**config.mk**
```make
export PLATFORM = sky130hd
export DESIGN_NAME = cpu_seq
export DESIGN_NICKNAME = d
export VERILOG_FILES = /design/src/rtl/cpu_seq.sv
export SDC_FILE = /design/constraint.sdc
export NUM_CORES = 1
export LEC_CHECK = 0
export BUFFER_PORTS_ARGS = -buffer_cell sky130_fd_sc_hd__buf_2
export CORE_AREA = 2 2 126 128
export DETAILED_ROUTE_END_ITERATION = 10
export DIE_AREA = 0 0 128 130
export GPL_TIMING_DRIVEN = 0
export PLACE_DENSITY = 0.75
export SYNTH_ARGS = -nofsm -noshare
export SYNTH_HDL_FRONTEND = slang
export SYNTH_SLANG_ARGS = --single-unit
```
**constraint.sdc**
```tcl
create_clock -name clk -period 4 [get_ports clk]
set_clock_uncertainty 0.05 [all_clocks]
set_input_delay 0.8 -clock clk [delete_from_list [all_inputs] [get_ports clk]]
set_output_delay 0.8 -clock clk [all_outputs]
set_load 0.02 [all_outputs]
```
**src/rtl/cpu_seq.sv**
```systemverilog
// Sequential CPU core: NREG x W register file, carry/zero flags, one instruction per
// valid/ready handshake, multi-cycle shift-add multiply and a sticky HALT state.
module cpu_seq #(
   parameter  int W    = 8,
   parameter  int NREG = 4,
   localparam int AW   = $clog2(NREG)
) (
   input  logic          clk,
   input  logic          rst_n,
   input  logic          in_valid,
   output logic          in_ready,
   input  logic [3:0]    in_op,
   input  logic [AW-1:0] in_rd,
   input  logic [AW-1:0] in_rs,
   input  logic [W-1:0]  in_imm,
   input  logic [AW-1:0] dbg_sel,
   output logic [W-1:0]  dbg_data,
   output logic          carry,
   output logic          zero,
   output logic          busy,
   output logic          halted,
   output logic          done
);

   localparam int CW = (W > 2) ? $clog2(W) : 1;

   localparam logic [3:0] OP_NOP  = 4'd0;
   localparam logic [3:0] OP_MOV  = 4'd1;
   localparam logic [3:0] OP_ADD  = 4'd2;
   localparam logic [3:0] OP_ADC  = 4'd3;
   localparam logic [3:0] OP_SUB  = 4'd4;
   localparam logic [3:0] OP_AND  = 4'd5;
   localparam logic [3:0] OP_OR   = 4'd6;
   localparam logic [3:0] OP_XOR  = 4'd7;
   localparam logic [3:0] OP_NOT  = 4'd8;
   localparam logic [3:0] OP_SHL  = 4'd9;
   localparam logic [3:0] OP_SHR  = 4'd10;
   localparam logic [3:0] OP_LDI  = 4'd11;
   localparam logic [3:0] OP_INC  = 4'd12;
   localparam logic [3:0] OP_DEC  = 4'd13;
   localparam logic [3:0] OP_MUL  = 4'd14;
   localparam logic [3:0] OP_HALT = 4'd15;

   typedef enum logic [1:0] {S_IDLE, S_MUL, S_HALT} state_t;

   state_t          state_q,  state_d;
   logic [W-1:0]    reg_q [NREG];
   logic [W-1:0]    reg_d [NREG];
   logic            carry_q,  carry_d;
   logic            zero_q,   zero_d;
   logic            done_q,   done_d;
   logic [CW-1:0]   cnt_q,    cnt_d;
   logic [2*W-1:0]  acc_q,    acc_d;
   logic [2*W-1:0]  mcand_q,  mcand_d;
   logic [W-1:0]    mplier_q, mplier_d;
   logic [AW-1:0]   mul_rd_q, mul_rd_d;

   logic [W-1:0]    rd_v, rs_v, res;
   logic [W:0]      wide;
   logic [2*W-1:0]  acc_n;
   logic            accept;

   assign in_ready = rst_n && (state_q == S_IDLE);
   assign accept   = in_valid && in_ready;
   assign dbg_data = reg_q[dbg_sel];
   assign carry    = carry_q;
   assign zero     = zero_q;
   assign busy     = (state_q == S_MUL);
   assign halted   = (state_q == S_HALT);
   assign done     = done_q;

   assign rd_v  = reg_q[in_rd];
   assign rs_v  = reg_q[in_rs];
   assign acc_n = acc_q + (mplier_q[0] ? mcand_q : '0);

   always_comb begin
      state_d  = state_q;
      reg_d    = reg_q;
      carry_d  = carry_q;
      zero_d   = zero_q;
      done_d   = 1'b0;
      cnt_d    = cnt_q;
      acc_d    = acc_q;
      mcand_d  = mcand_q;
      mplier_d = mplier_q;
      mul_rd_d = mul_rd_q;
      res      = '0;
      wide     = '0;

      case (state_q)
         S_IDLE: begin
            if (accept) begin
               done_d = 1'b1;
               case (in_op)
                  OP_MOV: reg_d[in_rd] = rs_v;
                  OP_ADD, OP_ADC: begin
                     wide = {1'b0, rd_v} + {1'b0, rs_v}
                          + {{W{1'b0}}, (in_op == OP_ADC) ? carry_q : 1'b0};
                     res  = wide[W-1:0];
                     carry_d = wide[W];
                  end
                  OP_SUB: begin
                     wide = {1'b0, rd_v} - {1'b0, rs_v};
                     res  = wide[W-1:0];
                     carry_d = wide[W];
                  end
                  OP_AND: res = rd_v & rs_v;
                  OP_OR:  res = rd_v | rs_v;
                  OP_XOR: res = rd_v ^ rs_v;
                  OP_NOT: res = ~rd_v;
                  OP_SHL: begin
                     res     = {rd_v[W-2:0], 1'b0};
                     carry_d = rd_v[W-1];
                  end
                  OP_SHR: begin
                     res     = {1'b0, rd_v[W-1:1]};
                     carry_d = rd_v[0];
                  end
                  OP_LDI: reg_d[in_rd] = in_imm;
                  OP_INC: begin
                     wide = {1'b0, rd_v} + {{W{1'b0}}, 1'b1};
                     res  = wide[W-1:0];
                     carry_d = wide[W];
                  end
                  OP_DEC: begin
                     wide = {1'b0, rd_v} - {{W{1'b0}}, 1'b1};
                     res  = wide[W-1:0];
                     carry_d = wide[W];
                  end
                  OP_MUL: begin
                     done_d   = 1'b0;
                     state_d  = S_MUL;
                     cnt_d    = '0;
                     acc_d    = '0;
                     mcand_d  = {{W{1'b0}}, rd_v};
                     mplier_d = rs_v;
                     mul_rd_d = in_rd;
                  end
                  OP_HALT: state_d = S_HALT;
                  default: ;
               endcase
               // Ops that produce an ALU result write rd and update Z
               if ((in_op >= OP_ADD && in_op <= OP_SHR) || in_op == OP_INC || in_op == OP_DEC) begin
                  reg_d[in_rd] = res;
                  zero_d       = (res == '0);
               end
            end
         end
         S_MUL: begin
            acc_d    = acc_n;
            mcand_d  = {mcand_q[2*W-2:0], 1'b0};
            mplier_d = {1'b0, mplier_q[W-1:1]};
            cnt_d    = cnt_q + 1'b1;
            if (cnt_q == CW'(W - 1)) begin
               reg_d[mul_rd_q] = acc_n[W-1:0];
               carry_d = (acc_n[2*W-1:W] != '0);
               zero_d  = (acc_n[W-1:0] == '0);
               done_d  = 1'b1;
               state_d = S_IDLE;
            end
         end
         default: ;
      endcase
   end

   always_ff @(posedge clk) begin
      if (!rst_n) begin
         state_q  <= S_IDLE;
         for (int i = 0; i < NREG; i++) reg_q[i] <= '0;
         carry_q  <= 1'b0;
         zero_q   <= 1'b0;
         done_q   <= 1'b0;
         cnt_q    <= '0;
         acc_q    <= '0;
         mcand_q  <= '0;
         mplier_q <= '0;
         mul_rd_q <= '0;
      end else begin
         state_q  <= state_d;
         reg_q    <= reg_d;
         carry_q  <= carry_d;
         zero_q   <= zero_d;
         done_q   <= done_d;
         cnt_q    <= cnt_d;
         acc_q    <= acc_d;
         mcand_q  <= mcand_d;
         mplier_q <= mplier_d;
         mul_rd_q <= mul_rd_d;
      end
   end

endmodule

```
; Yosys cells after proc, flatten, opt, wreduce, memory -nomap -nowiden
; Index checks and enable logic that the tools add are counted.
; Widths: inputs -> output; s select.
[classes]
muxes = 57
bitwise = 8
n_lt_le_gt_ge = 8
reduce_logical = 19
n_addsub = 7
eq_ne = 24
[ops]
columns = cell, count
row1 = $mux 32, 5
row2 = $bwmux 32, 4
row3 = $pmux 32 s2, 2
row4 = $mux 8, 12
row5 = $mux 16, 5
row6 = $pmux 8 s10, 1
row7 = $pmux 16 s2, 2
row8 = $bmux 8 s2, 3
row9 = $demux 8 s2, 2
row10 = $eq 4x4->1 const B, 8
row11 = $add 16x16->16, 1
row12 = $eq 4x3->1 const B, 4
row13 = $logic_not 8->1, 2
row14 = $pmux 8 s2, 1
row15 = $ge 3x3->1 const B, 4
row16 = $not 2->3, 4
row17 = $reduce_and 4->1, 3
row18 = $add 8x1->9 const B, 1
row19 = $add 8x8->9, 1
row20 = $add 9x1->9, 1
row21 = $mux 1, 9
row22 = $reduce_and 3->1, 3
row23 = $sub 8x1->9 const B, 1
row24 = $sub 8x8->9, 1
row25 = other kinds (29), 43
[totals]
regBits = 82
wordCells = 136

; Logic depth before layout (Yosys ltp)
[logic_depth]
depth_word = 13
mapped_depth = 15

; Worst setup path before layout
; OpenSTA, ideal clock, no wires.
[synth_path]
kind = input to register
startpoint = input port in_rs[1]
endpoint = register reg_q[29] (netlist name)
n_path_buf = 1
stages = 12
required_ns = 3.828
arrival_time_ns = 4.013
slack_ns = -0.185
cell_sequence = clkbuf_1 -> mux4_2 -> inv_1 -> ha_1 -> or2_2 -> a221oi_1 -> or2_2 -> a211o_1 -> a21oi_1 -> a2111oi_2 -> a311oi_1 -> a311o_1
[synth_via]
elab_chain_cells = 13
word_cells_on_any_way = 21
[synth_rtl]
columns = element, line_no
row1 = from (decl), 14  ; input logic [AW-1:0] in_rs,
row2 = $not 2->3 (implied by the code) *, 73  ; assign rs_v = reg_q[in_rs];
row3 = $bmux 8 s2 *, 73
row4 = $mux 8 (implied by the code) * (2 in a row), 73
row5 = $add 8x8->9, 97  ; wide = {1'b0, rd_v} + {1'b0, rs_v}
row6 = $add 9x1->9, 98  ; + {{W{1'b0}}, (in_op == OP_ADC) ? carry_q : 1'b0};
row7 = $pmux 8 s10, 94  ; case (in_op)
row8 = $mux 8, 92  ; if (accept) begin
row9 = $mux 8, 90  ; case (state_q)
row10 = $bwmux 32, 144  ; reg_d[in_rd] = res;
row11 = $mux 32 *, 143  ; if ((in_op >= OP_ADD && in_op <= OP_SHR) || in_op == OP_INC || in_op == OP_DEC) begin
row12 = $mux 32 *, 92
row13 = $pmux 32 s2 *, 90
row14 = to (signal assigned), 180  ; reg_q <= reg_d;
row15 = to (decl), 47  ; logic [W-1:0] reg_q [NREG];
; Every way passes the cells marked *; elsewhere a longest branch is shown, timed or not. The select of a mux whose other input is x is not followed.
; A chain may end at the register's enable or synchronous reset.

; Worst setup path after layout
[layout_path]
startpoint = input port in_op[1]
endpoint = register reg_q[4] (netlist name)
[layout_via]
elab_chain_cells = 10
word_cells_on_any_way = 31
[layout_rtl]
columns = element, line_no
row1 = from (decl), 12  ; input logic [3:0] in_op,
row2 = $eq 4x2->1, "94, 98"
row3 = $mux 1, 98
row4 = $add 9x1->9, 98
row5 = $pmux 8 s10, 94
row6 = $mux 8, 92
row7 = $mux 8, 90
row8 = $bwmux 32, 144
row9 = $mux 32 *, 143
row10 = $mux 32 *, 92
row11 = $pmux 32 s2 *, 90
; Marked as above.

==> impl_metrics.env <==
export IMPL_tightest_slew_ps=1180
export IMPL_drc_errors=0
export IMPL_dr_pass1_iters=6
export IMPL_root_buffer="clkbuf_16"
export IMPL_vdd_drop_max_mv=0.189
export IMPL_viasPerCell=6.79
export IMPL_holdCritPathClass="register to register"
export IMPL_antenna_left=0
export IMPL_critPathCaptureType="register"
export IMPL_synthDistinctLibCells=74
export IMPL_area_delta_synth_final_pct=11.5
export IMPL_maxCapViolCount=0
export IMPL_first_global_vias=7366
export IMPL_fmax_mhz=257
export IMPL_yosysWarningCount=0
export IMPL_switching_share_pct=32.0
export IMPL_overflow=0
export IMPL_grt_usage_pct=31.8
export IMPL_fillers=1494
export IMPL_internal_power_uw=1480
export IMPL_grt_pass1_wl_microns=41100
export IMPL_total_power_uw=2180
export IMPL_synth_nets=1055
export IMPL_power_density_nw_per_um2=263
export IMPL_hp_start="mcand_q[11]"
export IMPL_power_frac_seq_pct=38.7
export IMPL_switching_power_uw=699
export IMPL_arrival_ps=4100
export IMPL_required_ps=4210
export IMPL_synth_ff_type="dfxtp_1"
export IMPL_r2r_start="reg_q[4]"
export IMPL_finalMaxSlewViolations=0
export IMPL_synth_area_sq_um=7450
export IMPL_status="finished clean"
export IMPL_setup_viol_count_final=0
export IMPL_numCtsBuffers=9
export IMPL_port_buffers=27
export IMPL_pwr_share_clk_pct=39.8
export IMPL_die_area_sq_um=16600
export IMPL_clk_pin_slew_ps=70
export IMPL_clk_latency_ps=360
export IMPL_wl_microns=26400
export IMPL_routedWlPerCell_microns=21.5
export IMPL_setup_worst_path_class="input pin to register"
export IMPL_drive_gt1_share_pct=12.3
export IMPL_crit_fanout=15
export IMPL_htree_levels=3
export IMPL_nNetsFinal=1097
export IMPL_place_gp_congestion=1.04
export IMPL_startpoint="in_op[1]"
export IMPL_dp_hpwl_microns=19500
export IMPL_ys_async_sr_fraction_pct=0
export IMPL_grt_max_degree=16
export IMPL_fin_crit_ps=3890
export IMPL_fp_row_count=46
export IMPL_antenna_found_initial=0
export IMPL_pin_count=35
export IMPL_initial_core_util_pct=48.3
export IMPL_reg2reg_depth=12
export IMPL_fin_setup_tns_ps=0
export IMPL_synth_edf_count=0
export IMPL_cts_tree="done"
export IMPL_power_frac_comb_pct=21.5
export IMPL_core_region_area_sq_um=15400
export IMPL_synth_seq_cells=82
export IMPL_cp_start_kind="input pin"
export IMPL_hold_viol=0
export IMPL_clockBufferDepth=2
export IMPL_worstHoldPathCells=2
export IMPL_relSlewSlack_pct=20.4
export IMPL_die_h_microns=130
export IMPL_antenna_cells=0
export IMPL_vias=8310
export IMPL_clock_sinks=82
export IMPL_synth_seq_area_share_pct=22.0
export IMPL_p_leak_uw=0.00307
export IMPL_die_width_microns=128
export IMPL_syn_inst=985
export IMPL_syn_avg_cell_area_sq_um=7.56
export IMPL_fin_crit_sh_pct=97.3
export IMPL_drt_iter0_drc=1212
==> per-stage QoR <==
step                      instances  instance area, sq um  hold slack (ps)  util [%]  setup WS, ps
after floorplan                 985                  7460              391         -          22.9
after global placement         1204                  7840              402      50.8         -1290
after detailed placement       1204                  7840              406      50.8         -1320
after CTS                      1218                  8190              416      53.1          6.59
after global routing           1224                  8300              435      53.8         -14.9
final                          1224                  8300              416      53.8           109
==> cell type report <==
class | instances | area (sq um) | area share, %
multi-input combinational | 784 | 5430 | 65.4
sequential | 82 | 1640 | 19.8
buffer | 68 | 299 | 3.60
tap | 192 | 240 | 2.89
timing repair buffer | 39 | 228 | 2.74
clock buffer | 9 | 225 | 2.71
inverter | 43 | 164 | 1.97
clock inverter | 7 | 76.3 | 0.919
==> routing by layer <==
| layer | wire length [microns] | share of wire [%] | vias to the layer above | GRT usage, % |
|---|---|---|---|---|
| met2 | 11900 | 45 | 561 | 50.8 |
| met4 | 1360 | 5.2 | 0 | 16.0 |
| met3 | 2870 | 11 | 123 | 5.21 |
| met5 | 0 | 0 | - | 0 |
| li1 | - | - | 3734 | - |
| met1 | 10200 | 39 | 3892 | 41.9 |
==> critical path: stages <==
cell and delay (ps):
clkbuf_4 220, buf_4 220, clkbuf_4 220, nand4_1 150
fa_1 460, fa_1 410, nor2b_2 180, o21ai_2 130
a211o_1 310, o2111ai_1 170, nor3_2 140, nand2_1 100
o221ai_1 250, o311ai_1 320
==> Yosys cell counts (8+ instances only) <==
| cell type | instances | share of area [%] |
|---|---|---|
| nand3_1 | 33 | 2.2 |
| nor2b_1 | 19 | 1.6 |
| nor4_1 | 9 | 0.76 |
| nand2b_1 | 16 | 1.3 |
| o211ai_1 | 21 | 2.1 |
| a22oi_1 | 16 | 1.6 |
| nand2_1 | 122 | 6.1 |
| mux4_2 | 21 | 6.4 |
| a211oi_1 | 11 | 1.1 |
| ha_1 | 45 | 7.6 |
| inv_1 | 41 | 2.1 |
| nor3_1 | 18 | 1.2 |
| and2_1 | 22 | 1.8 |
| clkbuf_1 | 62 | 3.1 |
| dfxtp_1 | 82 | 22 |
| a311oi_1 | 21 | 2.5 |
| o221ai_1 | 8 | 0.94 |
| a21o_1 | 9 | 0.91 |
| nor2_1 | 87 | 4.4 |
| a21oi_1 | 85 | 5.7 |
| xnor2_1 | 14 | 1.6 |
| o21ai_0 | 60 | 4.0 |
==> power by group through the flow <==
stage / Sequential, uW / Combinational [uW] / Clock (uW)
after floorplan: 858 / 294 / 0
after detailed placement: 861 / 421 / 0
final: 843 / 469 / 868
after global placement: 860 / 418 / 0
after CTS: 842 / 434 / 865
after global routing: 844 / 500 / 903
==> registers in the layout, indices dropped and copies added, names as in the netlist <==
| register | count |
|---|---|
| cnt_q | 3 |
| zero | 1 |
| carry | 1 |
| acc_q | 16 |
| mcand_q | 16 |
| done | 1 |
| mul_rd_q | 2 |
| state_q | 2 |
| reg_q | 32 |
| mplier_q | 8 |
==> final timing paths <==
kind / endpoint / slack [ps]
worst max-delay path: reg_q[4] / 110
worst min-delay path: mcand_q[12] / 420
worst max register to register: reg_q[7] / 410
worst min register to register: mcand_q[12] / 420
==> kinds of logic (layout without fill, tap and decap cells) <==
kind of cell | count (synthesis) | count (layout) | share of synthesized area, %
simple gates | 367 | 367 | 23.6
compound gates | 318 | 318 | 28.9
buf+inv | 119 | 166 | 6.28
flops | 82 | 82 | 22.0
fa+ha+maj | 49 | 49 | 8.64
mux | 29 | 29 | 8.10
xor+xnor | 21 | 21 | 2.47
==> timing repair <==
action / CTS / global route
buffers inserted: 2 / 10
setup endpoints to repair: 34 / 27
gates resized for setup: 19 / 24
pin swaps: 5 / 3
hold buffers: 0 / 0
endpoints found under the hold margin: 0 / 0
==> layout by cell type, fill, tap and decap left out, drive strengths merged, types with 8 or more instances in the layout <==
| master | count |
|---|---|
| a21oi | 85 |
| a211oi | 11 |
| nand2b | 16 |
| o221ai | 8 |
| nor2 | 88 |
| nand3 | 33 |
| nor3 | 18 |
| a21o | 9 |
| mux4 | 24 |
| xnor2 | 14 |
| ha | 45 |
| and2 | 22 |
| o211ai | 22 |
| nor2b | 19 |
| a22oi | 16 |
| inv | 44 |
| o21ai | 63 |
| buf | 51 |
| nor4 | 10 |
| clkbuf | 65 |
| nand2 | 122 |
| dfxtp | 82 |
| a311oi | 21 |
No activity file was read; power rests on OpenSTA's default activity.
